## src/rtl/cpu_types_pkg.sv

```systemverilog
// cpu_types_pkg: shared CPU types; register index and pipeline sequencer states
package cpu_types_pkg;
   typedef logic [4:0] regbits_t;
   typedef enum logic [1:0] {RUN, DRAIN, HALTED} pipe_state_t;
endpackage

```

## src/rtl/pipeline_ctrl_hazard_detect.sv

```systemverilog
// hazard_detect: load-use compare between the EX-stage load and ID-stage sources
//   in  idex_dmemREN, idex_rt : EX-stage load and its destination
//   in  id_rs, id_rt          : ID-stage source registers
//   out load_use              : ID needs the loaded value next cycle (r0 never matches)
module hazard_detect
   import cpu_types_pkg::*;
(
   input  logic     idex_dmemREN,
   input  regbits_t idex_rt,
   input  regbits_t id_rs,
   input  regbits_t id_rt,
   output logic     load_use
);
   always_comb load_use = idex_dmemREN && (idex_rt != '0) && ((idex_rt == id_rs) || (idex_rt == id_rt));
endmodule

```

## src/rtl/pipeline_ctrl.sv

```systemverilog
// pipeline_ctrl: stall/flush sequencer and halt drain for the five-stage pipeline
//   in  CLK, nRST (async, active-low)
//   in  ihit, dhit, exmem_dmemREN/WEN, idex_dmemREN, idex_rt, id_rs, id_rt, branch_taken, exmem_halt
//   out pc_en, {ifid,idex,exmem,memwb}_stall, {ifid,idex,exmem}_flush, halt_out
//   PIPECTRL_PERF_EN adds stall_count / flush_count (32-bit, saturating)
module pipeline_ctrl
   import cpu_types_pkg::*;
#(
   parameter int DRAIN_CYCLES = 2
) (
   input  logic     CLK,
   input  logic     nRST,
   input  logic     ihit,
   input  logic     dhit,
   input  logic     exmem_dmemREN,
   input  logic     exmem_dmemWEN,
   input  logic     idex_dmemREN,
   input  regbits_t idex_rt,
   input  regbits_t id_rs,
   input  regbits_t id_rt,
   input  logic     branch_taken,
   input  logic     exmem_halt,
   output logic     pc_en,
   output logic     ifid_stall,
   output logic     idex_stall,
   output logic     exmem_stall,
   output logic     memwb_stall,
   output logic     ifid_flush,
   output logic     idex_flush,
   output logic     exmem_flush,
   output logic     halt_out
`ifdef PIPECTRL_PERF_EN
   ,output logic [31:0] stall_count,
   output logic [31:0] flush_count
`endif
);
   localparam int CW = $clog2(DRAIN_CYCLES + 1);

   pipe_state_t   state_q, state_d;
   logic [CW-1:0] cnt_q, cnt_d;
   logic          load_use, dmiss, branch_acc;

   hazard_detect u_hazard (
      .idex_dmemREN (idex_dmemREN),
      .idex_rt      (idex_rt),
      .id_rs        (id_rs),
      .id_rt        (id_rt),
      .load_use     (load_use)
   );

   always_comb begin
      state_d     = state_q;
      cnt_d       = cnt_q;
      pc_en       = 1'b0;
      ifid_stall  = 1'b0;
      idex_stall  = 1'b0;
      exmem_stall = 1'b0;
      memwb_stall = 1'b0;
      ifid_flush  = 1'b0;
      idex_flush  = 1'b0;
      exmem_flush = 1'b0;
      halt_out    = 1'b0;
      branch_acc  = 1'b0;
      dmiss       = (exmem_dmemREN || exmem_dmemWEN) && !dhit;
      if (!nRST) begin
         {ifid_stall, idex_stall, exmem_stall, memwb_stall} = 4'hF;
      end else begin
         case (state_q)
            RUN: begin
               if (dmiss) begin
                  {ifid_stall, idex_stall, exmem_stall, memwb_stall} = 4'hF;
               end else if (exmem_halt) begin
                  {ifid_flush, idex_flush, exmem_flush} = 3'b111;
                  state_d = DRAIN;
                  cnt_d   = CW'(DRAIN_CYCLES - 1);
               end else if (branch_taken) begin
                  // squashes any load-use stall or fetch miss in the younger stages
                  pc_en      = 1'b1;
                  ifid_flush = 1'b1;
                  idex_flush = 1'b1;
                  branch_acc = 1'b1;
               end else if (load_use) begin
                  ifid_stall = 1'b1;
                  idex_flush = 1'b1;
               end else if (!ihit) begin
                  ifid_flush = 1'b1;
               end else begin
                  pc_en = 1'b1;
               end
            end
            DRAIN: begin
               {ifid_flush, idex_flush, exmem_flush} = 3'b111;
               state_d = (cnt_q == '0) ? HALTED : DRAIN;
               cnt_d   = (cnt_q == '0) ? cnt_q : cnt_q - 1'b1;
            end
            HALTED: begin
               {ifid_stall, idex_stall, exmem_stall, memwb_stall} = 4'hF;
               halt_out = 1'b1;
            end
            default: state_d = RUN;
         endcase
      end
   end

   always_ff @(posedge CLK or negedge nRST) begin
      if (!nRST) begin
         state_q <= RUN;
         cnt_q   <= '0;
      end else begin
         state_q <= state_d;
         cnt_q   <= cnt_d;
      end
   end

`ifdef PIPECTRL_PERF_EN
   logic [31:0] stall_cnt_q, stall_cnt_d, flush_cnt_q, flush_cnt_d;

   always_comb begin
      stall_cnt_d = (state_q == RUN && !pc_en && stall_cnt_q != '1) ? stall_cnt_q + 32'd1 : stall_cnt_q;
      flush_cnt_d = (branch_acc && flush_cnt_q != '1) ? flush_cnt_q + 32'd1 : flush_cnt_q;
   end

   always_ff @(posedge CLK or negedge nRST) begin
      if (!nRST) begin
         stall_cnt_q <= '0;
         flush_cnt_q <= '0;
      end else begin
         stall_cnt_q <= stall_cnt_d;
         flush_cnt_q <= flush_cnt_d;
      end
   end

   assign stall_count = stall_cnt_q;
   assign flush_count = flush_cnt_q;
`endif
endmodule

```

## config.mk

```make
export PLATFORM = sky130hd
export DESIGN_NAME = pipeline_ctrl
export DESIGN_NICKNAME = d
export VERILOG_FILES = /design/src/rtl/cpu_types_pkg.sv /design/src/rtl/pipeline_ctrl_hazard_detect.sv /design/src/rtl/pipeline_ctrl.sv
export SDC_FILE = /design/constraint.sdc
export NUM_CORES = 1
export LEC_CHECK = 0
export CORE_MARGIN = 3
export CORE_UTILIZATION = 37
export DETAILED_ROUTE_END_ITERATION = 12
export PLACE_DENSITY = 0.8
export SLEW_MARGIN = 20
export SYNTH_ARGS = -nofsm -noshare
export SYNTH_HDL_FRONTEND = slang
export SYNTH_SLANG_ARGS = --single-unit
```

## constraint.sdc

```tcl
create_clock -name CLK -period 3.3 [get_ports CLK]
set_input_delay 0.99 -clock CLK [delete_from_list [all_inputs] [get_ports CLK]]
set_output_delay 0.99 -clock CLK [all_outputs]
set_load 0.02 [all_outputs]
```

==> run metrics, run 1 <==
worst-path maximum fanout=4; I/O pins=33; Max VDD drop=0.363 mV; Die ar.=1790 um^2; largest family of logic cells by synthesized area=simple AND/OR/NAND/NOR gates; die span in x=42.4 um; Mapped Avg Cell Area=8.29 um^2; CTS buffer count=3; CP endpoint kind=primary output; Net Sw Power=172 uW; Peak Freq=0.307 GHz; Distinct cells, synth=32; pwr/cell area=456 nW/um^2; clock share of power=14.2%; H-tree depth=1; finished layout cell area=907 um^2; Hold Path Cell Cnt=1; cells along the critical path=clkdlybuf4s50_1, or3_1, o221a_1, buf_6; maximum clock insertion buffer count=2; sequential group share of total power=23.2%; Post-Synth Adder-Cell Area=2.56%; actual slew at the worst max-slew pin=0.369 ns; hold-fix buffers at CTS=0; Crit-path slowest cell=clkdlybuf4s50_1; fin crit share=98.6%; nets@finish=128; gpl congestion=0.663; FFs w/ async S/R, synth=100%; class of the most critical setup path=in -> out; compound-gate portion of the synthesized area=17.6%; multiplexer share of the synthesized area=6.65%; post-route setup slack=0.0470 ns; Routed Antenna Nets=0; share of layout cells above drive strength 1=32.7%; Seq cells post-synth=4; Core Util, Final=77.5%; DRT met1 WL=598 um; setup violators final=0; Sw Ratio=41.6%; Slew Limit Fails=0; syn nets=84; hold crit path type=reg -> reg; Cell Rows=12; root buffer cell=clkbuf_4; number of port buffers=32; Logic pwr share=62.6%; met3 WL=37 um; min-delay src=cnt_q[0]$_DFFE_PN0P_; CTS sink count=4; post-synthesis cell area=489 um^2; Via density=4.89; Hold EP=cnt_q[0]$_DFFE_PN0P_; CORE AREA=1170 um^2; global route overflow=0; Slew headroom=75.3%; Pint=242 uW; max-cap violations=0; drt drc=0; via count=562; R2R cell count=3; Post-synth EDFFs=0; Post-Synth Simple-Gate Area=28.4%; clock transition at the registers of the reported paths=0.03 ns; global-route wire length before repair=2.79 mm; Worst Path Arrival=2.26 ns; Leak=0.000434 uW; worst flop-to-flop path endpoint=cnt_q[0]$_DFFE_PN0P_; Area Growth Syn to Fin=85.4%; largest net degree at the start of global routing=11; dpl hpwl=1.30 mm; total negative slack=0 ns; reg2reg setup slack=1.71 ns; worst endpoint required time=2.31 ns; max layer used=met3; DP Worst Slack=-0.731 ns; initial antenna violation count=0; Post-Synthesis Cells=59; sequential area share after synthesis=20.5%; Worst Clk Skew=0.00147 ns; routed len/inst=13.6 um; final wirelength=1.57 mm; DR iter-0 viols=3; outcome=complete, no violations; CP max stage delay=0.50 ns; Post-DP Area=875 um^2; kind of cell adding the most delay to the critical path=buffers and inverters; GRT Overall Usage=20.5%; Post-Synth XOR/XNOR Area=17.9%; clk_lat worst skew=0.23 ns; TritonCTS clock tree=built; worst r2r src=state_q[0]$_DFFE_PN0P_; Top FF cell, synth=dfrtp_1; unrepaired setup endpoints after global routing=no; Die Y=42.4 um; synth warn=0; WL met2=934 um; critical path startpoint category=input pin; initial core utilization=41.8%; Antenna diodes=0; DR pass1 iterations=4; Crit path depth=4; worst hold slack=0.530 ns; vias in the first global route=629; final hold violations=0; CP bufs+invs=2; min Tclk post-route=3.25 ns
per-layer routing:
layer  global-route usage [%]  vias up
met3                     3.43        0
met2                     38.9        6
met4                     9.32        0
met1                     21.4      263
li1                         -      293
met5                        0        -
worst max-delay path by stage:
stage | from | endpoint | slack (ns)
2_1_floorplan | dhit | idex_stall | 0.06
3_3_place_gp | idex_rt[2] | idex_flush | -0.67
3_5_place_dp | idex_rt[0] | ifid_flush | -0.73
4_1_cts | idex_rt[2] | idex_flush | 0.01
5_1_grt | id_rt[1] | idex_flush | 0.007
6_report | exmem_halt | idex_flush | 0.05
final cells by class:
cell class | instances | area [um^2]
clock buffers | 3 | 22.5
repair buffers | 42 | 368
well taps | 14 | 17.5
fillers | 83 | 264
inverters | 3 | 11.3
flip-flops and latches | 4 | 100
multi-input cells | 49 | 388
cell families (layout without fill, tap and decap cells):
group | Yosys count | count (layout)
xor+xnor | 10 | 10
fa+ha+maj | 1 | 1
buf+inv | 6 | 48
flops | 4 | 4
compound gates | 12 | 12
simple gates | 23 | 23
mux | 3 | 3
registers in the layout (all words and copies together) (netlist names):
| signal | cells |
|---|---|
| cnt_q | 2 |
| state_q | 2 |
cells in the mapped netlist, types with 2 or more instances:
cell type / count / area (um^2)
a21o_1: 2 / 15.0
dfrtp_1: 4 / 100
nand2b_1: 2 / 12.5
nand3_1: 2 / 10.0
o21ai_0: 2 / 10.0
nor3_1: 3 / 15.0
xor2_1: 6 / 52.6
inv_1: 3 / 11.3
nand2_1: 7 / 26.3
xnor2_1: 4 / 35.0
buf_4: 2 / 15.0
o211ai_1: 2 / 15.0
power groups by stage:
stage          Clock, uW  Sequential [uW]  Combinational (uW)
6_report            58.6             96.0                 259
2_1_floorplan          0             78.4                 162
3_3_place_gp           0             89.7                 254
4_1_cts             62.3             94.3                 260
5_1_grt             63.3              100                 283
3_5_place_dp           0             92.0                 261
worst register-to-register path: stages (launching register included):
cell     delay (ns)
dfrtp_1        0.53
mux2_2         0.40
nor3_4         0.19
mux2_1         0.35
repair_timing:
action                                  in CTS  in global routing
gates resized for setup                     57                 14
pin swaps                                   11                 13
setup buffers                                1                  0
endpoints found under the setup margin       9                  8
layout by cell type, fill, tap and decap left out, types with 2 or more instances in the layout:
cell / Yosys / routed
buf_4: 2 / 12
o21ai_2: 1 / 2
xnor2_1: 4 / 4
nand3_1: 2 / 2
clkdlybuf4s15_1: 0 / 2
xor2_1: 6 / 6
o211ai_1: 2 / 2
nand2_1: 7 / 7
a21o_1: 2 / 2
nor3_1: 3 / 3
dfrtp_1: 4 / 4
dlymetal6s2s_1: 0 / 3
clkdlybuf4s50_1: 0 / 6
buf_2: 1 / 3
inv_1: 3 / 3
dlygate4sd2_1: 0 / 9
nand2b_1: 2 / 2
clkbuf_2: 0 / 2
clkdlybuf4s15_2: 0 / 3
buf_6: 0 / 2
clkbuf_4: 0 / 3
per-stage QoR:
stage                     cells  power (uW)
final                       115         414
after floorplan              59         240
after CTS                   115         417
after global placement      111         343
after detailed placement    111         353
after global routing        115         446
Note: power is estimated with default switching activity, not from simulation.
==> run 2, diff against run 1 <==
--- a/config.mk
+++ b/config.mk
@@ -7,6 +7,7 @@
 export LEC_CHECK = 0
 export CORE_MARGIN = 3
 export CORE_UTILIZATION = 37
+export CTS_CLUSTER_DIAMETER = 60
 export DETAILED_ROUTE_END_ITERATION = 12
 export PLACE_DENSITY = 0.8
 export SLEW_MARGIN = 20
==> results of run 2 <==
Final layout, timing and power as in run 1 (identical DEF).
==> run 3, diff against run 2 <==
--- a/config.mk
+++ b/config.mk
@@ -9,7 +9,8 @@
 export CORE_UTILIZATION = 37
 export CTS_CLUSTER_DIAMETER = 60
 export DETAILED_ROUTE_END_ITERATION = 12
-export PLACE_DENSITY = 0.8
+export MAX_ROUTING_LAYER = met4
+export PLACE_DENSITY = 0.89
 export SLEW_MARGIN = 20
 export SYNTH_ARGS = -nofsm -noshare
 export SYNTH_HDL_FRONTEND = slang
==> run 3 against run 2 <==
Against the previous run:
- worst setup slack better by 0.016 ns
- critical path depth up 2
- sequential share of layout area up 0.30 points
- non-clock buffer count down 3
- via count down 0.53%
- register-to-register slack about the same
- sequential power about the same
- clock-buffer cell count unchanged
- maximum frequency up 0.49%
- worst hold slack worse by 0.023 ns
- cell count down 2.6%
- sequential cell count unchanged
- critical path type unchanged
- critical endpoint unchanged
- largest cell class unchanged
- largest power group unchanged
==> run metrics, run 3 (synthesis gave the netlist of run 1 again) <==
outcome=complete, no violations; global-route wire length before repair=2.44 mm; drt drc=0; Die Y=42.4 um; initial antenna violation count=0; Max VDD drop=0.360 mV; pwr/cell area=455 nW/um^2; Antenna diodes=0; I/O pins=33; initial core utilization=41.8%; Leak=0.000427 uW; max-cap violations=0; Cell Rows=12; Worst Clk Skew=0.000797 ns; Peak Freq=0.309 GHz; unrepaired setup endpoints after global routing=no; fin crit share=98.1%; Post-CTS Setup Repair Bufs=0; actual slew at the worst max-slew pin=0.370 ns; min Tclk post-route=3.24 ns; setup violators final=0; nets@finish=125; DR iter-0 viols=8; Hold Path Cell Cnt=1; Worst Path Arrival=2.25 ns; CTS sink count=4; DP Cell Count=109; clock transition at the registers of the reported paths=0.03 ns; reg2reg setup slack=1.72 ns; global route overflow=0; vias in the first global route=580; root buffer cell=clkbuf_4; Routed Antenna Nets=0; fillers=85; share of layout cells above drive strength 1=29.6%; maximum clock insertion buffer count=2; CP max stage delay=0.47 ns; Area Growth Syn to Fin=80.6%; Slew Limit Fails=0; Design Power=402 uW; CP Launch Point=id_rt[1]; Via density=4.99; routed len/inst=13.3 um; Layout Cells excl Fill=112; largest net degree at the start of global routing=11; worst r2r src=state_q[0]$_DFFE_PN0P_; critical path startpoint category=input pin; R2R cell count=3; most frequent cells in the layout=8 x buf_4, 7 x nand2_1, 7 x dlygate4sd2_1; cells along the critical path=clkdlybuf4s50_1, xnor2_1, nand3_1, a21oi_2, o221a_1, buf_6; class of the most critical setup path=in -> out; H-tree depth=1; most common library cell in the layout ignoring fill and taps=buf_4; final hold violations=0; hold-fix buffers at CTS=0; clk_lat worst skew=0.23 ns; CP bufs+invs=2; final wirelength=1.50 mm; worst-path maximum fanout=4; Crit-path slowest cell=clkdlybuf4s50_1; GRT Overall Usage=17.9%; Die ar.=1790 um^2; DR pass1 iterations=2; gpl congestion=0.761; kind of cell adding the most delay to the critical path=buffers and inverters; via count=559; worst endpoint required time=2.31 ns; TritonCTS clock tree=built; CP endpoint kind=primary output; CTS buffer count=3; die span in x=42.4 um; min-delay src=cnt_q[0]$_DFFE_PN0P_; number of port buffers=32; Slew headroom=75.3%; Top Registers=cnt_q (2), state_q (2); hold crit path type=reg -> reg; Crit path depth=6; dpl hpwl=1.24 mm; CORE AREA=1170 um^2
==> run 3: worst paths after layout <==
check,to
setup / recovery,idex_flush
hold reg to reg,cnt_q[0]$_DFFE_PN0P_
min in group asynchronous,state_q[0]$_DFFE_PN0P_
hold / removal,cnt_q[0]$_DFFE_PN0P_
max in group asynchronous,cnt_q[0]$_DFFE_PN0P_
setup reg to reg,cnt_q[0]$_DFFE_PN0P_
==> run 3: area by class of cell <==
| class | count | area (um^2) | area share [%] |
|---|---|---|---|
| Inverter | 3 | 11.3 | 1.27 |
| Timing Repair Buffer | 39 | 348 | 39.4 |
| Tap cell | 14 | 17.5 | 1.98 |
| Sequential cell | 4 | 100 | 11.3 |
| Multi-Input combinational cell | 49 | 384 | 43.5 |
| Clock buffer | 3 | 22.5 | 2.55 |
==> run 3: stage by stage <==
stage	TNS, ns	hold WS [ns]	worst slack (ns)	cell area (um^2)	util (%)
6_report	0	0.506	0.0628	883	75.4
5_1_grt	0	0.556	0.00335	883	75.4
4_1_cts	-0.0691	0.513	-0.0691	890	76.0
3_5_place_dp	-4.90	0.506	-0.748	860	73.4
3_3_place_gp	-4.65	0.493	-0.674	860	73.4
2_1_floorplan	0	0.481	0.0600	489	-
==> run 3: report_power, final <==
part	switching, uW	internal, uW
Sequential	28.3	67.5
Clock	16.8	40.4
Combinational	121	128
Total	166	236
==> run 3: timing repair <==
action / 4_1_cts / 5_1_grt
cloned: 0 / 0
setup endpoints to repair: 9 / 4
pin swaps: 11 / 13
gates resized for setup: 54 / 16
==> run 3: metal layers <==
metal / vias up / part of all wire, % / GRT usage [%]
met2: 12 / 56 / 33.7
met5: - / 0 / -
li1: 288 / - / -
met3: 4 / 2.9 / 0.858
met1: 255 / 39 / 18.8
met4: 0 / 2.1 / 8.07
